<file path="src/rtl/fetch_unit.sv">
// fetch_unit: instruction fetch stage feeding the decode/control unit.
// Ports: clk, rst_n (sync, active-low); imem_req_* request channel;
//        imem_resp_* in-order responses; inst_* decode channel;
//        redirect_* taken branch/jump target (flush and refetch).
module fetch_unit #(
    parameter logic [31:0] RESET_PC = 32'h0000_0000,
    parameter int          DEPTH    = 2
) (
    input  logic        clk,
    input  logic        rst_n,
    output logic        imem_req_valid,
    input  logic        imem_req_ready,
    output logic [31:0] imem_req_addr,
    input  logic        imem_resp_valid,
    input  logic [31:0] imem_resp_data,
    output logic        inst_valid,
    input  logic        inst_ready,
    output logic [31:0] inst_out,
    output logic [31:0] inst_pc,
    input  logic        redirect_valid,
    input  logic [31:0] redirect_pc
);

    localparam int PW = $clog2(DEPTH);
    localparam int CW = PW + 1;

    typedef enum logic [1:0] {
        S_RESET,
        S_FETCH,
        S_DRAIN
    } state_t;

    state_t        state;
    state_t        state_next;

    logic [31:0]   fetch_pc;
    logic [31:0]   resp_pc;
    logic [CW-1:0] outstanding;
    logic [CW-1:0] drop_cnt;
    logic [CW-1:0] count;
    logic [PW-1:0] head;
    logic [PW-1:0] tail;

    logic [31:0]   buf_inst [DEPTH];
    logic [31:0]   buf_pc   [DEPTH];

    logic          req_fire;
    logic          pop;
    logic          resp_keep;
    logic          resp_drop;
    logic [CW:0]   in_use;
    logic [CW-1:0] drop_on_redirect;
    logic [31:0]   redirect_target;

    // Credit: in-flight requests plus buffered words never exceed DEPTH,
    // so every kept response is guaranteed a free buffer slot.
    assign in_use    = {1'b0, outstanding} + {1'b0, count};
    assign req_fire  = imem_req_valid & imem_req_ready;
    assign pop       = inst_valid & inst_ready;
    assign resp_drop = imem_resp_valid & (drop_cnt != '0);
    assign resp_keep = imem_resp_valid & (drop_cnt == '0);

    // A response landing in the redirect cycle is itself stale, so it
    // is excluded from the count still to be discarded.
    assign drop_on_redirect = outstanding - CW'(imem_resp_valid);
    assign redirect_target  = redirect_pc & ~32'h0000_0003;

    // State register
    always_ff @(posedge clk) begin
        if (!rst_n) begin
            state <= S_RESET;
        end else begin
            state <= state_next;
        end
    end

    // Next-state logic; a redirect overrides normal drain progress
    always_comb begin
        state_next = state;
        unique case (state)
            S_RESET: begin
                state_next = S_FETCH;
            end
            S_FETCH: begin
                if (redirect_valid && drop_on_redirect != '0) begin
                    state_next = S_DRAIN;
                end
            end
            S_DRAIN: begin
                if (redirect_valid) begin
                    state_next = (drop_on_redirect != '0) ? S_DRAIN : S_FETCH;
                end else if (resp_drop && drop_cnt == CW'(1)) begin
                    state_next = S_FETCH;
                end
            end
            default: begin
                state_next = S_RESET;
            end
        endcase
    end

    // Outputs
    always_comb begin
        imem_req_valid = (state != S_RESET) & ~redirect_valid
                       & (in_use < (CW+1)'(DEPTH));
        imem_req_addr  = fetch_pc;
        inst_valid     = (count != '0) & ~redirect_valid;
        inst_out       = buf_inst[head];
        inst_pc        = buf_pc[head];
    end

    // PCs, counters and buffer pointers
    always_ff @(posedge clk) begin
        if (!rst_n) begin
            fetch_pc    <= RESET_PC;
            resp_pc     <= RESET_PC;
            outstanding <= '0;
            drop_cnt    <= '0;
            count       <= '0;
            head        <= '0;
            tail        <= '0;
        end else if (redirect_valid) begin
            fetch_pc    <= redirect_target;
            resp_pc     <= redirect_target;
            outstanding <= drop_on_redirect;
            drop_cnt    <= drop_on_redirect;
            count       <= '0;
            head        <= '0;
            tail        <= '0;
        end else begin
            if (req_fire) begin
                fetch_pc <= fetch_pc + 32'd4;
            end
            outstanding <= outstanding + CW'(req_fire)
                         - CW'(imem_resp_valid);
            if (resp_drop) begin
                drop_cnt <= drop_cnt - CW'(1);
            end
            if (resp_keep) begin
                resp_pc <= resp_pc + 32'd4;
                tail    <= tail + PW'(1);
            end
            if (pop) begin
                head <= head + PW'(1);
            end
            count <= count + CW'(resp_keep) - CW'(pop);
        end
    end

    // Buffer storage; cleared on reset so the head reads 0 / RESET_PC
    always_ff @(posedge clk) begin
        if (!rst_n) begin
            for (int i = 0; i < DEPTH; i++) begin
                buf_inst[i] <= '0;
                buf_pc[i]   <= RESET_PC;
            end
        end else if (!redirect_valid && resp_keep) begin
            buf_inst[tail] <= imem_resp_data;
            buf_pc[tail]   <= resp_pc;
        end
    end

endmodule

</file>
<file path="config.mk">
export PLATFORM = sky130hd
export DESIGN_NAME = fetch_unit
export DESIGN_NICKNAME = d
export VERILOG_FILES = /design/src/rtl/fetch_unit.sv
export SDC_FILE = /design/constraint.sdc
export NUM_CORES = 1
export LEC_CHECK = 0
export BUFFER_PORTS_ARGS = -buffer_cell sky130_fd_sc_hd__buf_4
export CAP_MARGIN = 20
export CORE_MARGIN = 5
export CORE_UTILIZATION = 30
export CTS_CLUSTER_SIZE = 20
export DETAILED_ROUTE_END_ITERATION = 6
export PLACE_DENSITY_LB_ADDON = 0.25
export SYNTH_ARGS = -nofsm -noshare
export SYNTH_HDL_FRONTEND = slang
export SYNTH_SLANG_ARGS = --single-unit
</file>
<file path="constraint.sdc">
create_clock -name clk -period 13.85 [get_ports clk]
set_input_delay 0.6925 -clock clk [delete_from_list [all_inputs] [get_ports clk]]
set_output_delay 0.6925 -clock clk [all_outputs]
set_load 0.03 [all_outputs]
</file>
# Word level (Yosys, flattened, before mapping)
# Memory sizes are Yosys's and may differ from the RTL's. A register that Yosys moved wholly into a read port is not among the register bits.
# Index checks and enable logic that the tools add are counted.
# W data, S select, Z words.
totals:
  register_bits: 74
  ramBits: 128
  inputBits: 70
  n_memories: 2
op_classes:
  n_addsub: 11
  magnitude_cmp: 1
  n_eq_ne: 5
  muxes: 26
  bitwise_logic: 9
  n_reduce_logical: 17
memory_table:
  columns: ["name", "words", "word_bits", "rd", "rd_ports_with_merged_regs", "write_ports", "line", "text"]
  rows:
  - ["buf_inst", 2, 32, 1, 1, 2, "44", "logic [31:0] buf_inst [DEPTH];"]
  - ["buf_pc", 2, 32, 1, 1, 2, "45", "logic [31:0] buf_pc [DEPTH];"]
op_table:
  columns: ["operator", "n"]
  rows:
  - ["$mux W32", 6]
  - ["$add A32 B3 Y32 const B", 2]
  - ["$reduce_or A32 Y1", 2]
  - ["$mux W2", 7]
  - ["$reduce_bool A2 Y1", 7]
  - ["$mux W1", 12]
  - ["$and A1 B1 Y1", 7]
  - ["$pmux W2 S3", 1]
  - ["$sub A2 B1 Y2", 3]
  - ["$add A2 B1 Y2", 2]
  - ["$eq A2 B1 Y1 const B", 2]
  - ["$logic_not A2 Y1", 2]
  - ["$add A2 B2 Y3", 1]
  - ["$logic_and A1 B1 Y1", 3]
  - ["$lt A3 B2 Y1 const B", 1]
  - ["$ne A3 B3 Y1 const B", 1]
  - ["$add A1 B1 Y1 const B", 2]
  - ["$eq A2 B2 Y1 const B", 1]
  - ["$ne A2 B2 Y1 const B", 1]
  - ["$not A1 Y1", 2]
  - ["$reduce_and A2 Y1", 1]
  - ["$reduce_or A2 Y1", 1]
  - ["$sub A2 B1 Y2 const B", 1]
  - ["$logic_not A1 Y1", 1]

# Depth between registers and ports, before layout
# Gate-level depths: netlist (run 1).
logic_depth:
  word_depth: 8
  ltp_mapped: 13

# Worst setup path before layout (run 1)
# Ideal clock, no wire load.
synth_path:
  path_type: "input-to-reg"
  start: "input redirect_valid"
  end: "memory buf_inst[0][0], enable pin"
  setup_time_ns: 0.568
  arrival_time_ns: 5.749
  setup_slack_ns: 7.534
  path_stages: 4
  n_path_buf: 2
  path_cell_list: "buf_2 or3_1 clkbuf_1 o21ai_0"
synth_rtl:
  columns: ["element", "line", "text"]
  rows:
  - ["start: declaration", "20", "input logic redirect_valid,"]
  - ["end: declaration", "44", null]

# Worst setup path in the final report (run 1)
layout_path:
  start: "register count[0]"
  end: "register outstanding[1]"
layout_between:
  elab_chain_len: 7
layout_lines:
  columns: ["element", "line", "text"]
  rows:
  - ["start: declaration", "40", "logic [CW-1:0] count;"]
  - ["start signal: assignment", "146", "count <= count + CW'(resp_keep) - CW'(pop);"]
  - ["$add A2 B2 Y3", "57", "assign in_use = {1'b0, outstanding} + {1'b0, count};"]
  - ["$lt A3 B2 Y1", "105", "& (in_use < (CW+1)'(DEPTH));"]
  - ["$and A1 B1 Y1", "105", null]
  - ["$and A1 B1 Y1", "58", "assign req_fire = imem_req_valid & imem_req_ready;"]
  - ["$add A2 B1 Y2", "134", "outstanding <= outstanding + CW'(req_fire)"]
  - ["$sub A2 B1 Y2", "135", "- CW'(imem_resp_valid);"]
  - ["$mux W2", "122", "end else if (redirect_valid) begin"]
  - ["end signal: assignment", "125", "outstanding <= drop_on_redirect;"]
  - ["end signal: assignment", "134", null]
  - ["end: declaration", "38", "logic [CW-1:0] outstanding;"]
# Every way passes these cells.
# A chain may end at the register's enable or synchronous reset.

==> reports/qor.yml, run 1 <==
outcome:
  status: "completed"
clocking:
  cts_tree: "yes"
  cts_buffer_depth: 2
  ctsResizeCount: 0
  numCtsBuffers: 17
  post_cts_buffers: 0
  cts_htree_levels: 4
  ctsHoldBuffers: 0
  cts.sinks: 195
  clk_latency_ps: 430
  cts_root_buf: "clkbuf_16"
  cts.clk_slew.worst_paths_ps: 80
sta:
  layout_min_cycle_time_ps: 3450
  hold_violations: 0
  worstMarginPinSlew_ps: 922
  setup_viol: 0
  final.setup.tns_ps: 0
  fin_ws_ps: 10400
  maxSlewHeadroom: 0.385
  skew_ps: 13.5
  slew_viol_final: 0
  max_freq_ghz: 0.290
  fin_crit_sh: 0.249
  rsz0062_at_grt: "false"
grt:
  antenna_found_initial: 0
  grt_max_degree: 69
  overflow: 0
  grt_usage: 0.135
  grt_pass1_vias: 6571
  grt_pass1_wl_um: 38100
cells_and_area:
  multi_input_area_sq_um: 3940
  nets: 1055
  final_area_sq_um: 11500
  register_area_sq_um: 5150
  antenna_cells: 0
  syn_to_final_growth_pct: 22.9
  drive_gt1_frac: 0.283
  final_common_cell: "buf_4"
  fill_cells: 3058
  stdcell_count: 1384
  layout_common_cells: "167 x buf_4, 134 x and2_1, 124 x edfxtp_1, 70 x dfxtp_1, 64 x mux2_2"
logic_synthesis:
  ys_warn_count: 0
  synthSimpleGateAreaFrac: 0.197
  synth-xor-area-share: 0.0441
  synth_mux_area_frac: 0.0815
  async_reset_ff_frac: 0
  ys_types: 54
  yosysSeqAreaShare: 0.551
  synth_area_sq_um: 9340
  synth_seq_cells: 195
  synth_edf_count: 124
  synth_adder_area_share: 0.0142
  syn_inst: 840
  synth_compound_area_frac: 0.0793
  avgSynthCellArea_sq_um: 11.1
  synth_top_family_by_area: "simple AND/OR/NAND/NOR gates"
  synth-main-ff-cell: "edfxtp_1"
detailed_routing:
  drt-initial-drc-count: 325
  wl_um: 24100
  ant_nets: 0
  vias: 6649
  first_pass_iters: 4
  drc: 0
  avgRoutedWirePerCell_um: 17.4
  viasPerCell: 4.80
critical_path:
  r2r_slack_ps: 10400
  r2r-start: "count[0]$_SDFF_PP0_"
  crit_type: "register to register"
  cp.required_ps: 14140
  setup.worst_path.end_class: "register"
  critPathMaxFanout: 35
  critPathLaunchType: "register"
  rr_endpoint: "outstanding[1]$_SDFF_PN0_"
  reg2regPathDepth: 12
  arrival_ps: 3740
place:
  dp_cells: 1352
  placed_area_sq_um: 10900
  post-place-ws_ps: 10300
  dp_hpwl_um: 15700
  place_congestion: 0.852
  portBuffers: 161
min_path:
  hold_path_class: "register to register"
  min-delay-start: "head$_SDFFE_PP0P_"
  hold-path-cell-count: 2
pwr:
  p_per_area_nw_per_um2: 118
  power.leakage_nw: 4.30
  irDropWorstVdd_uv: 74.9
floorplanning:
  die_w_um: 186
  dieArea_sq_um: 34800
  rows: 64
  ioPinCount: 168
  die_h_um: 186
  start_util: 0.305
  core_sq_um: 30700
run:
  max_cap_violations: 0
how the worst max path moves through the flow:
stage	startpoint	end	slack, ps	cells after the start
6_report	count[0]$_SDFF_PP0_	outstanding[1]$_SDFF_PN0_	10400	12
5_1_grt	count[0]$_SDFF_PP0_	outstanding[1]$_SDFF_PN0_	10200	12
2_1_floorplan	redirect_valid	buf_inst[0][0]$_SDFFCE_PN0P_	7530	4
4_1_cts	count[0]$_SDFF_PP0_	outstanding[1]$_SDFF_PN0_	10380	12
3_5_place_dp	redirect_valid	outstanding[1]$_SDFF_PN0_	10300	11
3_3_place_gp	redirect_valid	outstanding[1]$_SDFF_PN0_	10270	11
synthesized netlist by cell type (2+ instances only):
library cell  number  area [sq um]
a21boi_0           2          15.0
and3_1             8          50.1
a31oi_1           12          75.1
and4_1             7          61.3
nor3_1            11          55.1
and2_1           134           838
mux2_2            64           721
dfxtp_1           71          1420
xor2_1            11          96.3
nand4_1           19           119
o22ai_1            8          50.1
nor4_1            18           113
o31a_1             4          35.0
nor4_2             2          25.0
o21a_1             3          22.5
edfxtp_1         124          3720
nand3_1           20           100
or4_1              4          30.0
a211oi_1           3          22.5
a22oi_1            5          37.5
nor2_1            32           120
ha_1               9           113
or3_1              4          25.0
buf_4              4          30.0
buf_2              7          35.0
xnor2_1           36           315
inv_1             16          60.1
mux2i_1            4          40.0
a21oi_1           48           240
o21ai_0           36           180
inv_2              2          7.51
nand2_1           46           173
nor3_2             5          50.1
buf_1              4          15.0
clkbuf_1          38           143
power by group:
part,total (W),switching (W),leakage [nW],internal (W)
clock network,0.000492,0.000230,0.279,0.000262
registers,0.000677,0.0000258,1.87,0.000651
logic,0.000184,0.000111,2.15,0.0000725
total,0.00135,0.000367,4.30,0.000986
stage by stage:
step           power, W  utilization  hold slack [ps]
2_1_floorplan  0.000802            -              481
3_3_place_gp   0.000875        0.356              497
3_5_place_dp   0.000876        0.356              502
4_1_cts         0.00137        0.374              513
5_1_grt         0.00141        0.374              527
6_report        0.00135        0.374              522
kinds of logic (layout without fill, tap and decap cells):
logic type,Yosys count,count (layout)
fa+ha+maj,10,10
mux,68,68
buf+inv,72,217
xor+xnor,47,47
other cells,1,4
simple gates,319,319
compound gates,128,128
flops,195,195
flip-flops by register name (all words and copies together) (netlist names), named ones only:
name and cells:
buf_pc 60, outstanding 2, resp_pc 30, state 2
tail 1, buf_inst 64, drop_cnt 2, head 1
count 2, imem_req_addr 30
worst max-delay path: stages, from the launching register on:
cell and delay, ps:
dfxtp_1 330, and2_1 160, fa_1 460, or4b_4 540, nor2_4 330, inv_2 370, ha_1 400, inv_1 40
ha_1 170, xnor2_1 110, o21ai_0 180, xnor2_1 140, nor2_1 50
layer usage:
layer / track usage / routed length (um) / up-vias
li1: - / - / 3287
met1: 0.202 / 11800 / 3135
met2: 0.198 / 10400 / 210
met3: 0.0293 / 1510 / 17
met4: 0.0359 / 292 / 0
met5: 0 / 0 / -
layout make-up:
class                      count  area share
sequential                   195       0.448
multi-input combinational    576       0.343
timing repair buffer         167       0.109
tap                          396      0.0432
clock buffer                  19      0.0396
clock inverter                13      0.0107
inverter                      18     0.00588
(Power assumes the default switching activity.)
==> run 2: changes to the inputs <==
- clock period: 13.85 -> 2.8 ns (I/O delays scaled with it)
==> run 2 against run 1 <==
Wire length is 4.3% higher; sequential power grew to 4.9 times the previous value; via count is 3.7% higher; register-to-register slack worse by 10000 ps; clock skew is 15 ps higher; hold slack worse by 500 ps; combinational power grew to 5.5 times the previous value; core utilization is 2.0 points higher.
==> reports/qor.yml, run 2 (synthesis results as in run 1) <==
min_path:
  hold_path_class: "input pin to register"  # was register to register
  min-delay-start: "imem_resp_data[12]"  # was head$_SDFFE_PP0P_
cells_and_area:
  antenna_cells: 0  # unchanged
  final_area_sq_um: 12100  # was 11500 sq um
  syn_to_final_growth_pct: 29.6  # was 22.9%
  nets: 1111  # was 1055
  drive_gt1_frac: 0.286  # was 0.283
  layout_common_cells: "174 x buf_4, 133 x and2_1, 124 x edfxtp_1, 68 x dfxtp_1, 64 x mux2_2"  # was 167 x buf_4, 134 x and2_1, 124 x edfxtp_1, 70 x dfxtp_1, 64 x mux2_2
  largest_reg_flops: 64  # unchanged
  regMostFlops: "buf_inst"  # unchanged
  top_regs: "buf_inst: 64 flops, buf_pc: 60 flops"  # unchanged
  final_common_cell: "buf_4"  # unchanged
clocking:
  cts_tree: "yes"  # unchanged
  clk_latency_ps: 440  # was 430 ps
  cts.clk_slew.worst_paths_ps: 80  # about the same
  cts.sinks: 195  # unchanged
  numCtsBuffers: 17  # unchanged
  cts_htree_levels: 4  # unchanged
  cts_buffer_depth: 2  # unchanged
  cts_root_buf: "clkbuf_16"  # unchanged
detailed_routing:
  ant_nets: 0  # unchanged
  vias: 6895  # was 6649
  drt-initial-drc-count: 326  # was 325
  wl_um: 25100  # was 24100 um
  drc: 0  # unchanged
  viasPerCell: 4.79  # was 4.80
  avgRoutedWirePerCell_um: 17.4  # about the same
  first_pass_iters: 5  # was 4
floorplanning:
  rows: 64  # unchanged
  die_h_um: 186  # unchanged
  dieArea_sq_um: 34800  # unchanged
  start_util: 0.305  # unchanged
  ioPinCount: 168  # unchanged
  core_sq_um: 30700  # unchanged
  die_w_um: 186  # unchanged
critical_path:
  r2r-start: "outstanding[0]$_SDFF_PN0_"  # was count[0]$_SDFF_PP0_
  cp.required_ps: 3120  # was 14140 ps
  slowest_stage: "or4b_4"  # unchanged
  setup.worst_path.end_class: "register"  # unchanged
  critPathLaunchType: "register"  # unchanged
  cp_top_family: "adder cells"  # was simple AND/OR/NAND/NOR gates
  cp-startpoint: "outstanding[0]$_SDFF_PN0_"  # was count[0]$_SDFF_PP0_
  crit_buf_inv: 2  # unchanged
  crit_chain: "and2_4, fa_1, or4b_4, nor2_4, inv_2, ha_4, inv_2, ha_4, xnor2_1, o21ai_1, xnor2_1, nor2_1"  # was and2_1, fa_1, or4b_4, nor2_4, inv_2, ha_1, inv_1, ha_1, xnor2_1, o21ai_0, xnor2_1, nor2_1
  crit_type: "register to register"  # unchanged
  arrival_ps: 3020  # was 3740 ps
  critPathMaxFanout: 2  # was 35
  cpPeakStageDelay_ps: 510  # was 540 ps
grt:
  grt_max_degree: 63  # was 69
  antenna_found_initial: 1  # was 0
  grt_pass1_vias: 6970  # was 6571
  grt_pass1_wl_um: 40000  # was 38100 um
  overflow: 0  # unchanged
  grt_usage: 0.141  # was 0.135
sta:
  skew_ps: 28.0  # was 13.5 ps
  slew_viol_final: 0  # unchanged
  fin_crit_sh: 0.965  # was 0.249
  setup_viol: 0  # unchanged
  worstMarginPinSlew_ps: 778  # was 922 ps
  max_freq_ghz: 0.370  # was 0.290 GHz
  final.setup.tns_ps: 0  # unchanged
  layout_min_cycle_time_ps: 2700  # was 3450 ps
  maxSlewHeadroom: 0.479  # was 0.385
  hold_violations: 0  # unchanged
  fin_ws_ps: 97.4  # was 10400 ps
pwr:
  power.leakage_nw: 4.56  # was 4.30 nW
  irDropWorstVdd_uv: 436  # was 74.9 uV
  p_total_w: 0.00669  # was 0.00135 W
  p_per_area_nw_per_um2: 552  # was 118 nW/um^2
place:
  dp_hpwl_um: 16300  # was 15700 um
  placed_area_sq_um: 11100  # was 10900 sq um
  post-place-ws_ps: 71.2  # was 10300 ps
  portBuffers: 161  # unchanged
  place_congestion: 0.843  # was 0.852
run:
  max_cap_violations: 0  # unchanged
outcome:
  status: "completed"  # unchanged
## run 2: path summary, 6_finish.rpt
path | to | slack, ps | cells past startpoint
setup / recovery | outstanding[1]$_SDFF_PN0_ | 100 | 12
hold / removal | buf_inst[1][12]$_SDFFCE_PN0P_ | 20 | 2
hold reg to reg | register | 520 | 2
setup reg to reg | outstanding[1]$_SDFF_PN0_ | 100 | 12
## run 2: area by class of cell
cell class                      count  area, sq um
Timing Repair Buffer              223         1870
Inverter                           18         67.6
Sequential cell                   195         5150
Fill cell                        2992        18600
Tap cell                          396          495
Clock buffer                       22          474
Clock inverter                     10         75.1
Multi-Input combinational cell    576         3980
## run 2: layer usage
| layer | up-vias | global-route usage | wire, um |
|---|---|---|---|
| met5 | - | 0 | 7 |
| met1 | 3311 | 0.207 | 12600 |
| met3 | 8 | 0.0349 | 1350 |
| met2 | 173 | 0.214 | 11000 |
| met4 | 2 | 0.0263 | 106 |
| li1 | 3401 | - | - |
## run 2: metrics by stage
| step | std cells | hold slack [ps] | utilization |
|---|---|---|---|
| after floorplan | 843 | 285 | - |
| after global placement | 1363 | 420 | 0.361 |
| after detailed placement | 1363 | 428 | 0.361 |
| after CTS | 1437 | 1.19 | 0.393 |
| after global routing | 1440 | 7.11 | 0.395 |
| final | 1440 | 18.7 | 0.395 |
## run 2: where the power goes
part / switching, W / total [W] / internal (W)
Combinational: 0.000578 / 0.00101 / 0.000434
Sequential: 0.000127 / 0.00335 / 0.00322
Clock: 0.00111 / 0.00232 / 0.00122
Total: 0.00181 / 0.00669 / 0.00487
## run 2: what timing repair did
item	CTS	global route
setup endpoints to repair	0	2
hold buffers	42	0
setup buffers	0	3
endpoints found under the hold margin	75	0
resized for setup	0	8
==> run 3: changes to the inputs <==
--- a/config.mk
+++ b/config.mk
@@ -7,2 +7,3 @@
 export LEC_CHECK = 0
+export ABC_CLOCK_PERIOD_IN_PS = 2800
 export BUFFER_PORTS_ARGS = -buffer_cell sky130_fd_sc_hd__buf_4
@@ -13,2 +14,3 @@
 export DETAILED_ROUTE_END_ITERATION = 6
+export HOLD_SLACK_MARGIN = 0.06
 export PLACE_DENSITY_LB_ADDON = 0.25
--- a/constraint.sdc
+++ b/constraint.sdc
@@ -3,2 +3,2 @@
 set_output_delay 0.14 -clock clk [all_outputs]
-set_load 0.03 [all_outputs]
+set_load 0.1 [all_outputs]
==> run 3 against run 2 <==
Sequential share of layout area decreased by 0.41 points; flip-flop and latch count unchanged; power increased by 9.1%; count of clock-buffer cells in the layout decreased by 4; core utilization increased by 0.39 points; wire length decreased by 0.81%; highest routed layer is now met4; die area unchanged; non-clock buffer count increased by 10; cell area increased by 0.98%; fmax increased by 0.67%; final cell count increased by 0.63%; clock skew decreased by 13 ps.
==> reports/qor.yml, run 3 (synthesis results as in run 1) <==
floorplanning:
  start_util: 0.305  # unchanged
  dieArea_sq_um: 34800  # unchanged
  core_sq_um: 30700  # unchanged
  die_w_um: 186  # unchanged
  ioPinCount: 168  # unchanged
  rows: 64  # unchanged
  die_h_um: 186  # unchanged
pwr:
  seqPwrFrac: 0.459  # was 0.501
  p_comb_frac: 0.211  # was 0.151
  swShare: 0.317  # was 0.271
  irDropWorstVdd_uv: 420  # was 436 uV
  p_total_w: 0.00729  # was 0.00669 W
  p_int_w: 0.00498  # was 0.00487 W
  p_per_area_nw_per_um2: 597  # was 552 nW/um^2
  power.leakage_nw: 4.61  # was 4.56 nW
  power.switching_w: 0.00231  # was 0.00181 W
  power_frac_clock: 0.330  # was 0.348
grt:
  antenna_found_initial: 0  # was 1
  overflow: 0  # unchanged
  grt_pass1_vias: 7020  # was 6970
  grt_pass1_wl_um: 40100  # was 40000 um
  grt_max_degree: 63  # unchanged
  grt_usage: 0.142  # was 0.141
sta:
  layout_min_cycle_time_ps: 2680  # was 2700 ps
  max_freq_ghz: 0.372  # was 0.370 GHz
  slew_viol_final: 0  # unchanged
  rsz0062_at_grt: "false"
  setup_viol: 0  # unchanged
  holdWs_ps: 82.4  # was 18.7 ps
  fin_crit_sh: 0.959  # was 0.965
  maxSlewHeadroom: 0.521  # was 0.479
  worstMarginPinSlew_ps: 716  # was 778 ps
  skew_ps: 14.7  # was 28.0 ps
  hold_violations: 0  # unchanged
cells_and_area:
  regMostFlops: "buf_inst"  # unchanged
  fill_cells: 2985  # was 2992
  register_area_sq_um: 5150  # unchanged
  layout_common_cells: "176 x buf_4, 133 x and2_1, 124 x edfxtp_1, 68 x dfxtp_1, 64 x mux2_2"  # was 174 x buf_4, 133 x and2_1, 124 x edfxtp_1, 68 x dfxtp_1, 64 x mux2_2
  top_regs: "buf_inst: 64 flops, buf_pc: 60 flops"  # unchanged
  nets: 1121  # was 1111
  stdcell_count: 1449  # was 1440
  largest_reg_flops: 64  # unchanged
  multi_input_area_sq_um: 3980  # about the same
  postLayoutCoreUtil: 0.398  # was 0.395
  drive_gt1_frac: 0.288  # was 0.286
  syn_to_final_growth_pct: 30.9  # was 29.6%
  antenna_cells: 0  # unchanged
  final_common_cell: "buf_4"  # unchanged
clocking:
  cts.clk_slew.worst_paths_ps: 80  # about the same
  post_cts_buffers: 0  # unchanged
  cts_buffer_depth: 2  # unchanged
  cts_tree: "yes"  # unchanged
  clk_latency_ps: 430  # was 440 ps
  cts_root_buf: "clkbuf_16"  # unchanged
  cts.sinks: 195  # unchanged
  numCtsBuffers: 17  # unchanged
  cts_htree_levels: 4  # unchanged
critical_path:
  r2r-start: "outstanding[0]$_SDFF_PN0_"  # unchanged
  setup.worst_path.end_class: "register"  # unchanged
  slowest_stage: "or4b_4"  # unchanged
  crit_type: "register to register"  # unchanged
  crit_path_frequent_cell: "xnor2_1"
  crit_chain: "and2_4, fa_1, or4b_4, nor2_4, inv_4, ha_4, inv_2, ha_2, xnor2_1, o21ai_1, xnor2_1, nor2_1"  # was and2_4, fa_1, or4b_4, nor2_4, inv_2, ha_4, inv_2, ha_4, xnor2_1, o21ai_1, xnor2_1, nor2_1
  cpPeakStageDelay_ps: 560  # was 510 ps
  critPathLaunchType: "register"  # unchanged
  cp.required_ps: 3100  # was 3120 ps
  critPathMaxFanout: 2  # unchanged
  cp-startpoint: "outstanding[0]$_SDFF_PN0_"  # unchanged
  arrival_ps: 2990  # was 3020 ps
place:
  place_congestion: 0.847  # was 0.843
  portBuffers: 161  # unchanged
  dp_hpwl_um: 16800  # was 16300 um
  dp_cells: 1368  # was 1363
run:
  max_cap_violations: 0  # unchanged
detailed_routing:
  first_pass_iters: 4  # was 5
  routedLengthMet1_um: 12400  # was 12600 um
  top_layer: "met4"  # was met5
  wl_met3_um: 1390  # was 1350 um
  drc: 0  # unchanged
  ant_nets: 0  # unchanged
  drt-initial-drc-count: 355  # was 326
  viasPerCell: 4.78  # was 4.79
  avgRoutedWirePerCell_um: 17.2  # was 17.4 um
  wl_um: 24900  # was 25100 um
  met2WireLength_um: 10800  # was 11000 um
  vias: 6927  # was 6895
outcome:
  status: "completed"  # unchanged
min_path:
  hold_path_class: "input pin to register"  # unchanged
  min-delay-start: "redirect_pc[4]"  # was imem_resp_data[12]
run 3: cell count changes in the layout (fill, tap and decap cells not counted), moves of 2 or more:
cell	delta
buf_4	+2
bufinv_16	+2
clkbuf_8	-3
clkinv_2	+2
clkinv_4	-2
dlygate4sd3_1	+8
run 3: through the flow:
step                area [sq um]  setup WS (ps)  TNS, ps
finish                     12200            115        0
floorplan                   9410           -557   -69110
global placement           11200           74.9        0
detailed placement         11200           33.7        0
CTS                        12200           25.8        0
global route               12200           3.66        0
run 3: what timing repair did:
item | 4_1_cts | 5_1_grt
resized for setup | 0 | 1
endpoints found under the hold margin | 92 | 0
hold buffers | 50 | 0
setup endpoints to repair | 0 | 2
run 3: path summary, 6_finish.rpt:
path | to | slack (ps) | cells past startpoint
worst max-delay path | outstanding[1]$_SDFF_PN0_ | 120 | 12
worst max register to register | outstanding[1]$_SDFF_PN0_ | 120 | 12
worst min-delay path | imem_req_addr[4]$_SDFFE_PN0P_ | 80 | 3
worst min register to register | register | 520 | 2
run 3: layer usage:
layer,global-route usage,up-vias
li1,-,3414
met1,0.208,3285
met2,0.213,208
met3,0.0308,20
met4,0.0359,0
met5,0,-
run 3: final cells by class:
type | instances | area share
multi-input cells | 576 | 0.326
repair buffers | 233 | 0.161
clock buffers | 18 | 0.0351
well taps | 396 | 0.0405
inverters | 18 | 0.00573
clock inverters | 13 | 0.0110
flip-flops and latches | 195 | 0.421
run 3: worst max-delay path: cells and delay by family, from the launching register on:
| kind | cells | cell delay (ps) |
|---|---|---|
| flip-flops | 1 | 320 |
| XOR/XNOR | 2 | 260 |
| buffers and inverters | 2 | 90 |
| AND/OR/NAND/NOR | 4 | 890 |
| AO/OA/AOI/OAI | 1 | 160 |
| adder cells (fa/ha/maj) | 3 | 850 |
run 3: power groups by stage:
stage / clock network, W / logic (W) / registers (W)
global placement: 0 / 0.00148 / 0.00341
global route: 0.00258 / 0.00163 / 0.00337
floorplan: 0 / 0.000910 / 0.00357
finish: 0.00241 / 0.00154 / 0.00335
CTS: 0.00246 / 0.00155 / 0.00335
detailed placement: 0 / 0.00149 / 0.00341
